## src/rtl/pipe_hazard_ctrl.sv

```systemverilog
// Pipeline hazard controller: load-use stall, branch flush, memory-wait hold and sticky timeout error.
// Optional performance counters are enabled by defining PIPE_HAZARD_PERF_CNT_EN.
module pipe_hazard_ctrl #(
    parameter int unsigned MEM_TIMEOUT = 16,
    parameter int unsigned CNT_W       = 32
) (
    input  logic             clk,
    input  logic             reset,
    input  logic [4:0]       id_rs1,
    input  logic [4:0]       id_rs2,
    input  logic [4:0]       ex_rd,
    input  logic             ex_memread,
    input  logic             branch_taken,
    input  logic             mem_busy,
    output logic             pc_hold,
    output logic             ifid_hold,
    output logic             idex_hold,
    output logic             exmem_hold,
    output logic             ifid_flush,
    output logic             idex_flush,
    output logic             memwb_flush,
    output logic             mem_err,
    output logic [CNT_W-1:0] stall_cnt,
    output logic [CNT_W-1:0] flush_cnt
);

    localparam int unsigned WCNT_W = $clog2(MEM_TIMEOUT + 1);
    localparam logic [WCNT_W-1:0] WCNT_MAX = WCNT_W'(MEM_TIMEOUT);

    typedef enum logic [1:0] {
        ST_RUN  = 2'd0,
        ST_WAIT = 2'd1,
        ST_ERR  = 2'd2
    } state_t;

    typedef struct packed {
        logic pc_hold;
        logic ifid_hold;
        logic idex_hold;
        logic exmem_hold;
        logic ifid_flush;
        logic idex_flush;
        logic memwb_flush;
    } ctrl_t;

    state_t            state_q, state_d;
    logic              pend_br_q, pend_br_d;
    logic [WCNT_W-1:0] wait_cnt_q, wait_cnt_d;
    logic              mem_err_q, mem_err_d;
    logic              load_use;
    ctrl_t             ctrl;

    // x0 is hard-wired to zero, so a load targeting it can never create a hazard.
    assign load_use = ex_memread && (ex_rd != 5'd0) &&
                      ((ex_rd == id_rs1) || (ex_rd == id_rs2));

    // NOTE: every signal assigned in this block gets a default first, so no path can infer a latch.
    always_comb begin
        state_d    = state_q;
        pend_br_d  = pend_br_q;
        wait_cnt_d = wait_cnt_q;
        mem_err_d  = mem_err_q;
        ctrl       = '0;

        unique case (state_q)
            ST_RUN: begin
                if (mem_busy) begin
                    ctrl.pc_hold     = 1'b1;
                    ctrl.ifid_hold   = 1'b1;
                    ctrl.idex_hold   = 1'b1;
                    ctrl.exmem_hold  = 1'b1;
                    ctrl.memwb_flush = 1'b1;
                    pend_br_d        = branch_taken;
                    wait_cnt_d       = WCNT_W'(1);
                    state_d          = ST_WAIT;
                end else if (branch_taken) begin
                    ctrl.ifid_flush = 1'b1;
                    ctrl.idex_flush = 1'b1;
                end else if (load_use) begin
                    ctrl.pc_hold    = 1'b1;
                    ctrl.ifid_hold  = 1'b1;
                    ctrl.idex_flush = 1'b1;
                end
            end

            ST_WAIT: begin
                if (mem_busy) begin
                    ctrl.pc_hold     = 1'b1;
                    ctrl.ifid_hold   = 1'b1;
                    ctrl.idex_hold   = 1'b1;
                    ctrl.exmem_hold  = 1'b1;
                    ctrl.memwb_flush = 1'b1;
                    pend_br_d        = pend_br_q | branch_taken;
                    if (wait_cnt_q == WCNT_MAX) begin
                        state_d   = ST_ERR;
                        mem_err_d = 1'b1;
                    end else begin
                        wait_cnt_d = wait_cnt_q + WCNT_W'(1);
                    end
                end else begin
                    // Release cycle: replay any redirect seen while frozen; load-use is not checked here.
                    ctrl.ifid_flush = pend_br_q | branch_taken;
                    ctrl.idex_flush = pend_br_q | branch_taken;
                    pend_br_d       = 1'b0;
                    wait_cnt_d      = '0;
                    state_d         = ST_RUN;
                end
            end

            ST_ERR: begin
                ctrl.pc_hold     = 1'b1;
                ctrl.exmem_hold  = 1'b1;
                ctrl.ifid_flush  = 1'b1;
                ctrl.idex_flush  = 1'b1;
                ctrl.memwb_flush = 1'b1;
            end

            default: begin
                state_d = ST_RUN;
            end
        endcase

        // Quiet pipeline controls while reset is held, whatever the inputs are doing.
        if (!reset) begin
            ctrl = '0;
        end
    end

    // NOTE: state registers use non-blocking assignments so every flop samples pre-edge values.
    always_ff @(posedge clk or negedge reset) begin
        if (!reset) begin
            state_q    <= ST_RUN;
            pend_br_q  <= 1'b0;
            wait_cnt_q <= '0;
            mem_err_q  <= 1'b0;
        end else begin
            state_q    <= state_d;
            pend_br_q  <= pend_br_d;
            wait_cnt_q <= wait_cnt_d;
            mem_err_q  <= mem_err_d;
        end
    end

    assign pc_hold     = ctrl.pc_hold;
    assign ifid_hold   = ctrl.ifid_hold;
    assign idex_hold   = ctrl.idex_hold;
    assign exmem_hold  = ctrl.exmem_hold;
    assign ifid_flush  = ctrl.ifid_flush;
    assign idex_flush  = ctrl.idex_flush;
    assign memwb_flush = ctrl.memwb_flush;
    assign mem_err     = mem_err_q;

`ifdef PIPE_HAZARD_PERF_CNT_EN
    logic [CNT_W-1:0] stall_cnt_q;
    logic [CNT_W-1:0] flush_cnt_q;

    // Both counters saturate at all-ones rather than wrapping.
    always_ff @(posedge clk or negedge reset) begin
        if (!reset) begin
            stall_cnt_q <= '0;
            flush_cnt_q <= '0;
        end else begin
            if (ctrl.pc_hold && (stall_cnt_q != '1)) begin
                stall_cnt_q <= stall_cnt_q + CNT_W'(1);
            end
            if (ctrl.idex_flush && (flush_cnt_q != '1)) begin
                flush_cnt_q <= flush_cnt_q + CNT_W'(1);
            end
        end
    end

    assign stall_cnt = stall_cnt_q;
    assign flush_cnt = flush_cnt_q;
`else
    assign stall_cnt = '0;
    assign flush_cnt = '0;
`endif

endmodule

```

## config.mk

```make
export PLATFORM = sky130hd
export DESIGN_NAME = pipe_hazard_ctrl
export DESIGN_NICKNAME = d
export VERILOG_FILES = /design/src/rtl/pipe_hazard_ctrl.sv
export SDC_FILE = /design/constraint.sdc
export NUM_CORES = 1
export LEC_CHECK = 0
export BUFFER_PORTS_ARGS = -buffer_cell sky130_fd_sc_hd__buf_2
export CORE_MARGIN = 2
export CORE_UTILIZATION = 35
export DETAILED_ROUTE_END_ITERATION = 8
export PLACE_DENSITY = 0.77
export SETUP_SLACK_MARGIN = 0.3
export SLEW_MARGIN = 20
export SYNTH_ARGS = -nofsm -noshare
export SYNTH_HDL_FRONTEND = slang
export SYNTH_SLANG_ARGS = --single-unit
```

## constraint.sdc

```tcl
create_clock -name clk -period 3.8 [get_ports clk]
set_clock_uncertainty 0.05 [all_clocks]
set_input_delay 0.76 -clock clk [delete_from_list [all_inputs] [get_ports clk]]
set_output_delay 0.76 -clock clk [all_outputs]
set_load 0.01 [all_outputs]
```

==> Word level (Yosys, flattened, before mapping) <==
Index checks and enable logic that the tools add are counted.
{ "totals": {"reg_bits": 9, "in_bits": 20, "output_inout_bits": 72, "word_cells": 51} }
{ "classes": {"add_sub_neg": 1, "eq_ne": 8, "n_mux": 26, "n_bitwise": 2, "n_reduce_logical": 10} }
{ "ops": {"columns": ["cell", "n"], "rows": [
  ["2-to-1 mux 2 bit", 9],
  ["2-to-1 mux 5 bit", 3],
  ["case mux 4 bit (3 select lines)", 1],
  ["equality test 5 bit", 2],
  ["case mux 5 bit (2 select lines)", 1],
  ["AND reduction 3 bit", 3],
  ["2-to-1 mux 7 bit", 1],
  ["2-to-1 mux 1 bit", 6],
  ["!= test 3 bit (second input constant)", 2],
  ["case mux 2 bit (3 select lines)", 1],
  ["adder 5 x 1 -> 5 bit (second input constant)", 1],
  ["equality test 5 bit (second input constant)", 1],
  ["nonzero test 5 bit", 1],
  ["2-to-1 mux 4 bit", 1],
  ["case mux 2 bit (2 select lines)", 1],
  ["case mux 1 bit (3 select lines)", 1],
  ["equality test 2 x 1 -> 1 bit (second input constant)", 1],
  ["equality test 2 bit (second input constant)", 1],
  ["logical AND 1 bit", 2],
  ["zero test 2 bit", 1],
  ["!= test 2 bit (second input constant)", 1],
  ["case mux 1 bit (2 select lines)", 1],
  ["AND reduction 2 bit", 1],
  ["nonzero test 2 bit", 1],
  ["3 further kinds", 3]
]} }

==> Logic depth before layout (Yosys ltp) <==
Gate-level depths: netlist of run 1.
{ "depth": {"depth_word": 8, "depth_mapped": 5, "depth_no_buf": 5} }

==> Least setup slack after synthesis of run 1 <==
OpenSTA, ideal clock, no wires.
{ "synth_timing": {"path_type": "input to output", "startpoint": "in ex_rd[3]", "endpoint": "out ifid_hold", "arrival_ns": 1.702, "required_ns": 2.990, "slack_ns": 1.288, "cell_stages": 4, "n_path_buf": 0, "path_cell_list": "or4_1 o2111ai_2 or3_1 o22ai_1"} }
{ "synth_via": {"elab_chain_cells": 8, "elab_cells_between_ends": 11, "classes_between": "eq/ne: 2; mux: 5; reduce/logical: 4"} }
{ "synth_rtl": {"columns": ["item", "line", "text"], "rows": [
  ["start, declared", "11", "input logic [4:0] ex_rd,"],
  ["equality test 5 bit or nonzero test 5 bit (tied branches)", "55, 54", null],
  ["logical OR 1 bit or logical AND 1 bit (tied branches)", "55, 54", null],
  ["logical AND 1 bit (*)", "54", "assign load_use = ex_memread && (ex_rd != 5'd0) &&"],
  ["2-to-1 mux 2 bit (*)", "79", "end else if (load_use) begin"],
  ["2-to-1 mux 2 bit (*)", "76", "end else if (branch_taken) begin"],
  ["2-to-1 mux 2 bit (*)", "67", "if (mem_busy) begin"],
  ["case mux 2 bit (2 select lines) (*)", "65", "unique case (state_q)"],
  ["2-to-1 mux 7 bit (*)", "124", "if (!reset) begin"],
  ["end, declared", "16", "output logic ifid_hold,"]
]} }
Every way passes the cells marked *; elsewhere a longest branch is shown, timed or not.

==> Worst setup path in the final report of run 1 <==
Ends and elaborated chain as after synthesis.

==> impl_metrics.py, run 1 <==
metrics = {
    "global_routing": {
        "maximum_number_of_pins_on_one_net_before_global_route_repair": 14,
        "grtUsageMet1": 0.107,
        "grt.busiest_layer": "met2",
        "globalRouteTotalUtil": 0.0988,
        "grt_first_pass_wirelength_um": 2650,
        "grt_use_met2": 0.161,
        "antenna_found_initial": 0,
        "number_of_global_route_vias_before_repair": 615,
        "total_congestion_overflow_after_global_routing": 0,
        "grtUsageMet3": 0.0567,
    },
    "clock_network": {
        "cts.repair.resized": 0,
        "cts_buffer_depth": 2,
        "cts-htree-levels": 1,
        "root_buffer": "clkbuf_4",
        "cts_num_sinks": 9,
        "postCtsSetupRepairBufs": 0,
        "worst_setup_hold_path_clk_slew_ns": 0.07,
        "cts-buffers-inserted": 3,
        "post_cts_hold_buffer_count": 0,
        "worst_skew_pair.late_latency_ns": 0.27,
        "tritoncts": "done",
    },
    "worst_setup_path": {
        "timing.critical_path.slowest_stage_cell": "or4_1",
        "timing.critical_path.depth": 6,
        "critical_path.max_stage_delay_ns": 0.53,
        "critical_path.most_common_cell": "buf_2",
        "critical_path_required_ns": 2.99,
        "worst_setup_path_end_kind": "primary output",
        "cp_top_family": "simple AND/OR/NAND/NOR gates",
        "regToRegSetupSlack_ns": 2.41,
        "timing.critical_path.arrival_ns": 1.99,
        "timing.rr.end": "wait_cnt_q[0]",
        "critPathLaunchType": "input port",
        "buffering_stage_count_on_the_worst_path_with_inverters_included": 2,
        "cp_cell_sequence": "buf_2 -> or4_1 -> o2111ai_2 -> or3_1 -> o22ai_1 -> buf_2",
        "critical_path.endpoint": "ifid_hold",
        "launching_point_of_the_worst_reg2reg_path": "wait_cnt_q[0]",
        "worstSetupStartpoint": "ex_rd[3]",
        "r2r_cells": 5,
        "timing_worst_setup_path_type": "input port to primary output",
        "critical_path_peak_fanout": 3,
    },
    "synth": {
        "ys_warn_count": 0,
        "yosys.cell_types.count": 26,
        "postSynthAreaPerCell_um2": 7.79,
        "yosys_register_bits": 9,
        "yosysSeqAreaShare": 0.194,
        "post_synth_inst_count": 149,
        "mappedNetlistArea_um2": 1160,
    },
    "place": {
        "place.gp.congestion": 0.697,
        "io_buffers": 27,
        "dp.final_hpwl_um": 1540,
        "post-place-cells": 217,
    },
    "timing": {
        "worst_slew_pin_slew_ns": 0.543,
        "timing.hold.ws_ns": 0.304,
        "timing.final.max_slew_violations": 0,
        "timing.max_slew.rel_slack": 0.634,
        "setup_total_negative_slack_ns": 0,
        "setup_viol_count_final": 0,
        "fmaxAchievable_mhz": 357,
        "post-route-min-period_ns": 2.80,
        "grt_setup_unrepaired": "false",
        "fin_crit_sh": 0.736,
        "final_hold_viol_count": 0,
    },
    "route": {
        "dr.pass1.iters": 4,
        "routed_wirelength_um": 1850,
        "routed_via_density": 3.73,
        "drt_drc_violations_left": 0,
        "vias_post_dr": 824,
        "wl_per_cell_um": 8.38,
        "dr.first_iter.drc_count": 29,
        "postRouteAntennaNets": 0,
    },
    "die": {
        "floorplan.die_area_um2": 3790,
        "die_h_um": 61.6,
        "dieWidth_um": 61.6,
        "initial_utilization": 0.374,
        "core_um2": 3100,
        "num_io_pins": 92,
        "row_count": 20,
    },
    "job": {
        "drv_cap": 0,
    },
    "finish": {
        "antenna-diode-count": 0,
        "area_growth_syn_to_layout_pct": -3.45,
        "layout.nets": 200,
        "multi_input_area_um2": 649,
        "number_of_fill_cells": 335,
        "number_of_standard_cells_in_the_layout_taps_in_and_fillers_out": 221,
        "layout-drive-gt1-share": 0.181,
        "area.sequential_um2": 225,
    },
    "power_and_ir_drop": {
        "p_leak_nw": 0.634,
        "powerDensity_nw_per_um2": 213,
        "ir_drop_mv": 0.0476,
    },
    "run_status": {
        "run_status": "finished clean",
    },
    "min_path": {
        "hp-class": "input port to async pin",
    },
}
## Yosys cell counts
library cell / count / area [µm²]
a21oi_1: 4 / 20.0
a22oi_1: 2 / 15.0
buf_2: 1 / 5.00
buf_4: 65 / 488
conb_1: 1 / 3.75
dfrtp_1: 9 / 225
ha_1: 2 / 25.0
inv_1: 8 / 30.0
mux2i_1: 2 / 20.0
nand2_1: 9 / 33.8
nand2b_1: 1 / 6.26
nand3_1: 3 / 15.0
nand4_1: 1 / 6.26
nor2_1: 5 / 18.8
nor2b_1: 2 / 12.5
nor3_1: 4 / 20.0
nor3b_1: 2 / 15.0
o2111ai_2: 1 / 15.0
o21ai_0: 10 / 50.1
o21bai_1: 1 / 7.51
o22ai_1: 1 / 6.26
o31ai_1: 2 / 15.0
or2_2: 1 / 6.26
or3_1: 1 / 6.26
or4_1: 1 / 7.51
xor2_1: 10 / 87.6
## power by group
group / total, mW / leakage [nW] / switching [mW] / internal [mW]
combinational: 0.0649 / 0.506 / 0.0480 / 0.0170
sequential: 0.0971 / 0.113 / 0.000716 / 0.0964
clock: 0.0769 / 0.0150 / 0.0363 / 0.0406
## sequential cells by signal, indices dropped and copies added, names as in the netlist
signal and count:
mem_err 1, pend_br_q 1, wait_cnt_q 5, state_q 2
## layout by cell type (no fill, tap or decap), drive strengths merged
cell	Yosys	final
a21oi	4	4
nand3	3	3
o22ai	1	1
nor2b	2	2
nand2b	1	1
xor2	10	10
dfrtp	9	9
nor3b	2	2
nor2	5	5
nand2	9	9
o31ai	2	2
a22oi	2	2
or4	1	1
o2111ai	1	1
clkbuf	0	4
o21ai	10	10
nor3	4	4
nand4	1	1
mux2i	2	2
inv	8	8
buf	66	27
conb	1	64
or3	1	1
o21bai	1	1
or2	1	1
ha	2	2
## kinds of logic (layout without fill, tap and decap cells)
family | count (synthesis) | in the layout | synth area share
DFF | 9 | 9 | 0.194
and+or+nand+nor | 30 | 30 | 0.127
other | 1 | 64 | 0.00323
muxes | 2 | 2 | 0.0172
AOI/OAI and AO/OA | 21 | 21 | 0.111
buffers and inverters | 74 | 39 | 0.450
xor gates and xnor gates | 10 | 10 | 0.0754
adders and majority gates | 2 | 2 | 0.0215
## worst min path at each step
stage / startpoint / endpoint / slack (ns) / depth (start not counted)
global placement: mem_err / mem_err / 0.42 / 1
floorplan: reset / mem_err / 0.41 / 0
detailed placement: mem_err / mem_err / 0.42 / 1
finish: reset / wait_cnt_q[3] / 0.30 / 1
CTS: reset / wait_cnt_q[3] / 0.32 / 1
global route: reset / wait_cnt_q[2] / 0.32 / 1
## final cells by class
| type | instances | share of cell area |
|---|---|---|
| clock buffers | 4 | 0.0234 |
| well taps | 44 | 0.0491 |
| flip-flops and latches | 9 | 0.201 |
| inverters | 8 | 0.0268 |
| repair buffers | 27 | 0.121 |
| multi-input cells | 129 | 0.579 |
## stage by stage
step                 util  worst slack (ns)  total power, mW  instance area (µm²)
global route        0.361             0.929            0.255                 1120
global placement    0.353              1.02            0.162                 1090
detailed placement  0.353              1.00            0.163                 1090
CTS                 0.361             0.995            0.239                 1120
finish              0.361              1.00            0.239                 1120
floorplan               -              1.29            0.192                 1400
## per-layer routing
metal / part of all wire / routed length [µm]
met1: 0.37 / 687
met3: 0.10 / 190
met5: 0 / 0
met4: 0.012 / 23
met2: 0.51 / 950
(Power assumes the default switching activity.)
==> run 2, diff against run 1 <==
PLACE_DENSITY = 0.8   (was 0.77)
clock period = 2.3 ns   (was 3.8 ns; I/O delays follow)
==> impl_metrics.py, run 2 (synthesis results as in run 1) <==
metrics = {
    "place": {
        "post-place-cells": 218,
        "io_buffers": 27,
        "place.gp.congestion": 0.747,
        "dp.final_hpwl_um": 1600,
        "post_dp_cell_area_um2": 1100,
    },
    "die": {
        "num_io_pins": 92,
        "floorplan.die_area_um2": 3790,
        "initial_utilization": 0.374,
        "die_h_um": 61.6,
        "core_um2": 3100,
        "row_count": 20,
        "dieWidth_um": 61.6,
    },
    "timing": {
        "grt_setup_unrepaired": "true",
        "timing.final.max_slew_violations": 0,
        "fin_crit_sh": 0.939,
        "final_hold_viol_count": 0,
        "setup_total_negative_slack_ns": 0,
        "worst_slew_pin_slew_ns": 0.589,
        "setup_viol_count_final": 0,
        "post-route-min-period_ns": 2.16,
        "fmaxAchievable_mhz": 463,
        "timing.max_slew.rel_slack": 0.603,
    },
    "worst_setup_path": {
        "cp_top_family": "simple AND/OR/NAND/NOR gates",
        "timing_worst_setup_path_type": "input port to primary output",
        "critical_path.max_stage_delay_ns": 0.52,
        "r2r_cells": 5,
        "buffering_stage_count_on_the_worst_path_with_inverters_included": 2,
        "worstSetupStartpoint": "ex_rd[1]",
        "timing.critical_path.depth": 6,
        "cp_cell_sequence": "buf_8 -> or4_4 -> o2111ai_2 -> or3_1 -> o22ai_1 -> buf_2",
        "timing.critical_path.slowest_stage_cell": "or4_4",
        "critPathLaunchType": "input port",
        "worst_setup_path_end_kind": "primary output",
        "timing.critical_path.arrival_ns": 1.65,
        "critical_path_required_ns": 1.79,
        "critical_path_peak_fanout": 2,
        "launching_point_of_the_worst_reg2reg_path": "wait_cnt_q[0]",
        "timing.rr.end": "wait_cnt_q[1]",
        "regToRegSetupSlack_ns": 0.89,
    },
    "clock_network": {
        "cts_buffer_depth": 2,
        "cts_num_sinks": 9,
        "worst_skew_pair.late_latency_ns": 0.25,
        "root_buffer": "clkbuf_4",
        "post_cts_hold_buffer_count": 0,
        "cts-buffers-inserted": 3,
        "worst_setup_hold_path_clk_slew_ns": 0.06,
        "tritoncts": "done",
        "cts-htree-levels": 1,
    },
    "run_status": {
        "run_status": "finished clean",
    },
    "power_and_ir_drop": {
        "p_switching_mw": 0.138,
        "p_leak_nw": 0.660,
        "ir_drop_mv": 0.126,
        "p_comb_frac": 0.296,
        "share_clk_of_total_power": 0.301,
        "netSwitchingFraction": 0.346,
        "powerDensity_nw_per_um2": 339,
        "power.internal_mw": 0.261,
        "seq_power_share": 0.402,
    },
    "route": {
        "wl_per_cell_um": 8.84,
        "drt_drc_violations_left": 0,
        "routed_wirelength_um": 1990,
        "routed_via_density": 3.82,
        "dr.pass1.iters": 4,
        "vias_post_dr": 859,
        "dr.first_iter.drc_count": 35,
        "postRouteAntennaNets": 0,
    },
    "global_routing": {
        "antenna_found_initial": 0,
        "number_of_global_route_vias_before_repair": 668,
        "grt_first_pass_wirelength_um": 2950,
        "total_congestion_overflow_after_global_routing": 0,
        "globalRouteTotalUtil": 0.108,
        "maximum_number_of_pins_on_one_net_before_global_route_repair": 13,
    },
    "finish": {
        "layout-drive-gt1-share": 0.215,
        "multi_input_area_um2": 658,
        "antenna-diode-count": 0,
        "reg_top3": "wait_cnt_q x5, state_q x2",
        "number_of_standard_cells_in_the_layout_taps_in_and_fillers_out": 225,
        "layout.nets": 204,
        "registers.top_by_ff_count": "wait_cnt_q",
        "commonest_cells_after_routing_fill_and_taps_aside": "64 x conb_1, 25 x buf_2, 10 x xor2_1, 10 x o21ai_0, 9 x nand2_1",
        "final_standard_cell_area_without_fillers_um2": 1180,
        "area_growth_syn_to_layout_pct": 1.40,
        "area.sequential_um2": 226,
        "largest_register_ffs": 5,
        "layout.cells.most_common": "conb_1",
        "number_of_fill_cells": 326,
    },
    "min_path": {
        "hp-class": "input port to async pin",
    },
    "job": {
        "drv_cap": 0,
    },
}
run 2: changes by cell type in the layout (fill, tap and decap cells not counted), sizes merged:
cell | before | now
buf | 27 | 31
run 2: stage by stage:
stage                     utilization  hold WS [ns]  total power, mW  setup slack [ns]
after floorplan                     -         0.114            0.317             0.388
after global placement          0.355         0.394            0.270             0.114
after detailed placement        0.355         0.398            0.271            0.0929
after global routing            0.379         0.125            0.429            0.0959
after CTS                       0.377         0.116            0.400             0.153
final                           0.379         0.117            0.399             0.139
run 2: layer usage:
layer | vias up | routed length [µm] | GRT usage
met5 | - | 0 | 0
met4 | 0 | 10 | 0.0456
met3 | 2 | 173 | 0.0420
met2 | 44 | 1050 | 0.182
met1 | 389 | 756 | 0.120
li1 | 424 | - | -
run 2: how the worst max path moves through the flow:
stage / to / slack [ns]
2_1_floorplan: ifid_hold / 0.39
3_3_place_gp: ifid_hold / 0.11
3_5_place_dp: ifid_hold / 0.09
4_1_cts: idex_flush / 0.15
5_1_grt: idex_flush / 0.1
6_report: ifid_hold / 0.14
run 2: layout make-up:
type                            instances  share of cell area
Multi-Input combinational cell        129               0.559
Sequential cell                         9               0.192
Timing Repair Buffer                   31               0.154
Tap cell                               44              0.0468
Inverter                                8              0.0255
Clock buffer                            4              0.0223
run 2: power by group through the flow:
stage / logic [mW] / clock network (mW) / registers [mW]
after CTS: 0.114 / 0.125 / 0.160
final: 0.118 / 0.120 / 0.160
after floorplan: 0.153 / 0 / 0.163
after global routing: 0.134 / 0.135 / 0.160
after detailed placement: 0.107 / 0 / 0.163
after global placement: 0.106 / 0 / 0.163
run 2: timing repair:
| action | in CTS | in global routing |
|---|---|---|
| resized for setup | 8 | 0 |
| pin swaps | 3 | 0 |
| setup endpoints to repair | 4 | 4 |
| setup buffers | 2 | 1 |
==> run 3, diff against run 2 <==
MAX_ROUTING_LAYER = met4   (was unset)
SETUP_SLACK_MARGIN = 0.4   (was 0.3)
==> impl_metrics.py, run 3 (synthesis results as in run 1) <==
metrics = {
    "route": {
        "drt_drc_violations_left": 0,
        "dr.pass1.iters": 4,
        "vias_post_dr": 875,
        "dr.first_iter.drc_count": 31,
        "routed_via_density": 3.87,
        "routed_wirelength_um": 2070,
        "postRouteAntennaNets": 0,
        "wl_per_cell_um": 9.18,
    },
    "finish": {
        "reg_top3": "wait_cnt_q x5, state_q x2",
        "area_growth_syn_to_layout_pct": 2.69,
        "largest_register_ffs": 5,
        "layout.cells.most_common": "conb_1",
        "registers.top_by_ff_count": "wait_cnt_q",
        "layout.nets": 205,
        "post-route-util": 0.384,
        "layout-drive-gt1-share": 0.242,
        "antenna-diode-count": 0,
        "commonest_cells_after_routing_fill_and_taps_aside": "64 x conb_1, 25 x buf_2, 10 x xor2_1",
    },
    "worst_setup_path": {
        "launching_point_of_the_worst_reg2reg_path": "wait_cnt_q[0]",
        "timing.critical_path.slowest_stage_cell": "or4_4",
        "r2r_cells": 5,
        "timing.critical_path.arrival_ns": 1.60,
        "buffering_stage_count_on_the_worst_path_with_inverters_included": 3,
        "cp_cell_sequence": "buf_8 -> or4_4 -> o2111ai_2 -> buf_4 -> o31ai_1 -> buf_2",
        "critical_path.max_stage_delay_ns": 0.52,
        "critical_path_required_ns": 1.79,
        "critPathLaunchType": "input port",
        "critical_path_peak_fanout": 2,
        "worstSetupStartpoint": "ex_rd[1]",
        "timing_worst_setup_path_type": "input port to primary output",
        "cp_top_family": "simple AND/OR/NAND/NOR gates",
        "worst_setup_path_end_kind": "primary output",
        "timing.critical_path.depth": 6,
    },
    "clock_network": {
        "cts-htree-levels": 1,
        "tritoncts": "done",
        "worst_setup_hold_path_clk_slew_ns": 0.06,
        "cts-buffers-inserted": 3,
        "cts_buffer_depth": 2,
        "root_buffer": "clkbuf_4",
        "worst_skew_pair.late_latency_ns": 0.26,
        "cts_num_sinks": 9,
    },
    "power_and_ir_drop": {
        "powerDensity_nw_per_um2": 334,
        "ir_drop_mv": 0.0989,
        "p_leak_nw": 0.668,
        "power.internal_mw": 0.258,
        "netSwitchingFraction": 0.352,
        "seq_power_share": 0.402,
        "p_switching_mw": 0.140,
        "p_comb_frac": 0.294,
        "share_clk_of_total_power": 0.304,
    },
    "die": {
        "initial_utilization": 0.374,
        "core_um2": 3100,
        "die_h_um": 61.6,
        "dieWidth_um": 61.6,
        "num_io_pins": 92,
        "floorplan.die_area_um2": 3790,
        "row_count": 20,
    },
    "timing": {
        "fin_crit_sh": 0.919,
        "fmaxAchievable_mhz": 473,
        "final_hold_viol_count": 0,
        "post-route-min-period_ns": 2.11,
        "timing.hold.ws_ns": 0.117,
        "setup_viol_count_final": 0,
        "timing.max_slew.rel_slack": 0.604,
        "grt_setup_unrepaired": "true",
        "worst_slew_pin_slew_ns": 0.588,
        "timing.final.max_slew_violations": 0,
        "setup_total_negative_slack_ns": 0,
    },
    "min_path": {
        "hp-class": "input port to async pin",
    },
    "place": {
        "place.gp.congestion": 0.770,
        "dp.final_hpwl_um": 1590,
        "io_buffers": 27,
    },
    "job": {
        "drv_cap": 0,
    },
    "global_routing": {
        "grt_first_pass_wirelength_um": 3080,
        "maximum_number_of_pins_on_one_net_before_global_route_repair": 13,
        "globalRouteTotalUtil": 0.117,
        "total_congestion_overflow_after_global_routing": 0,
        "number_of_global_route_vias_before_repair": 715,
        "antenna_found_initial": 0,
    },
    "run_status": {
        "run_status": "finished clean",
    },
}
-- run 3: routing by layer --
| metal | up-vias | track usage | routed length [µm] |
|---|---|---|---|
| li1 | 423 | - | - |
| met1 | 396 | 0.113 | 736 |
| met2 | 52 | 0.209 | 1120 |
| met3 | 4 | 0.0525 | 195 |
| met4 | 0 | 0.0304 | 27 |
| met5 | - | - | 0 |
-- run 3: worst register-to-register path, cell delays in order (launching register included) --
cell     delay (ns)
dfrtp_1        0.43
inv_1          0.08
ha_1           0.14
nand4_1        0.27
mux2i_1        0.19
o21ai_0        0.17
-- run 3: per-stage QoR --
stage / total power [mW] / setup slack, ns / cell area (µm²) / std cells
floorplan: 0.317 / 0.388 / 1400 / 212
global placement: 0.270 / 0.114 / 1100 / 218
detailed placement: 0.270 / 0.108 / 1100 / 218
CTS: 0.401 / 0.162 / 1180 / 225
global route: 0.427 / 0.164 / 1190 / 226
finish: 0.398 / 0.186 / 1190 / 226
-- run 3: cell type report --
| type | instances | area, µm² |
|---|---|---|
| tap | 44 | 55.1 |
| sequential | 9 | 228 |
| clock buffer | 3 | 22.5 |
| fill | 323 | 1910 |
| clock inverter | 1 | 5.00 |
| timing repair buffer | 32 | 189 |
| inverter | 8 | 30.0 |
| multi-input combinational | 129 | 663 |
-- run 3: timing repair --
action / 4_1_cts / 5_1_grt
hold buffers: 0 / 0
pin swaps: 4 / 2
endpoints found under the setup margin: 6 / 4
setup buffers: 3 / 1
resized for setup: 10 / 3
-- run 3: power by group through the flow --
stage	combinational, mW	clock (mW)	sequential (mW)
final	0.117	0.121	0.160
after global routing	0.134	0.133	0.160
after CTS	0.113	0.128	0.160
after detailed placement	0.107	0	0.163
after global placement	0.106	0	0.163
after floorplan	0.153	0	0.163
-- run 3: final timing paths --
path,endpoint,slack (ns)
hold / removal,wait_cnt_q[3],0.12
max in group asynchronous,state_q[1],1.92
setup / recovery,pc_hold,0.19
hold reg to reg,mem_err,0.44
min in group clk,mem_err,0.44
setup reg to reg,wait_cnt_q[1],0.88
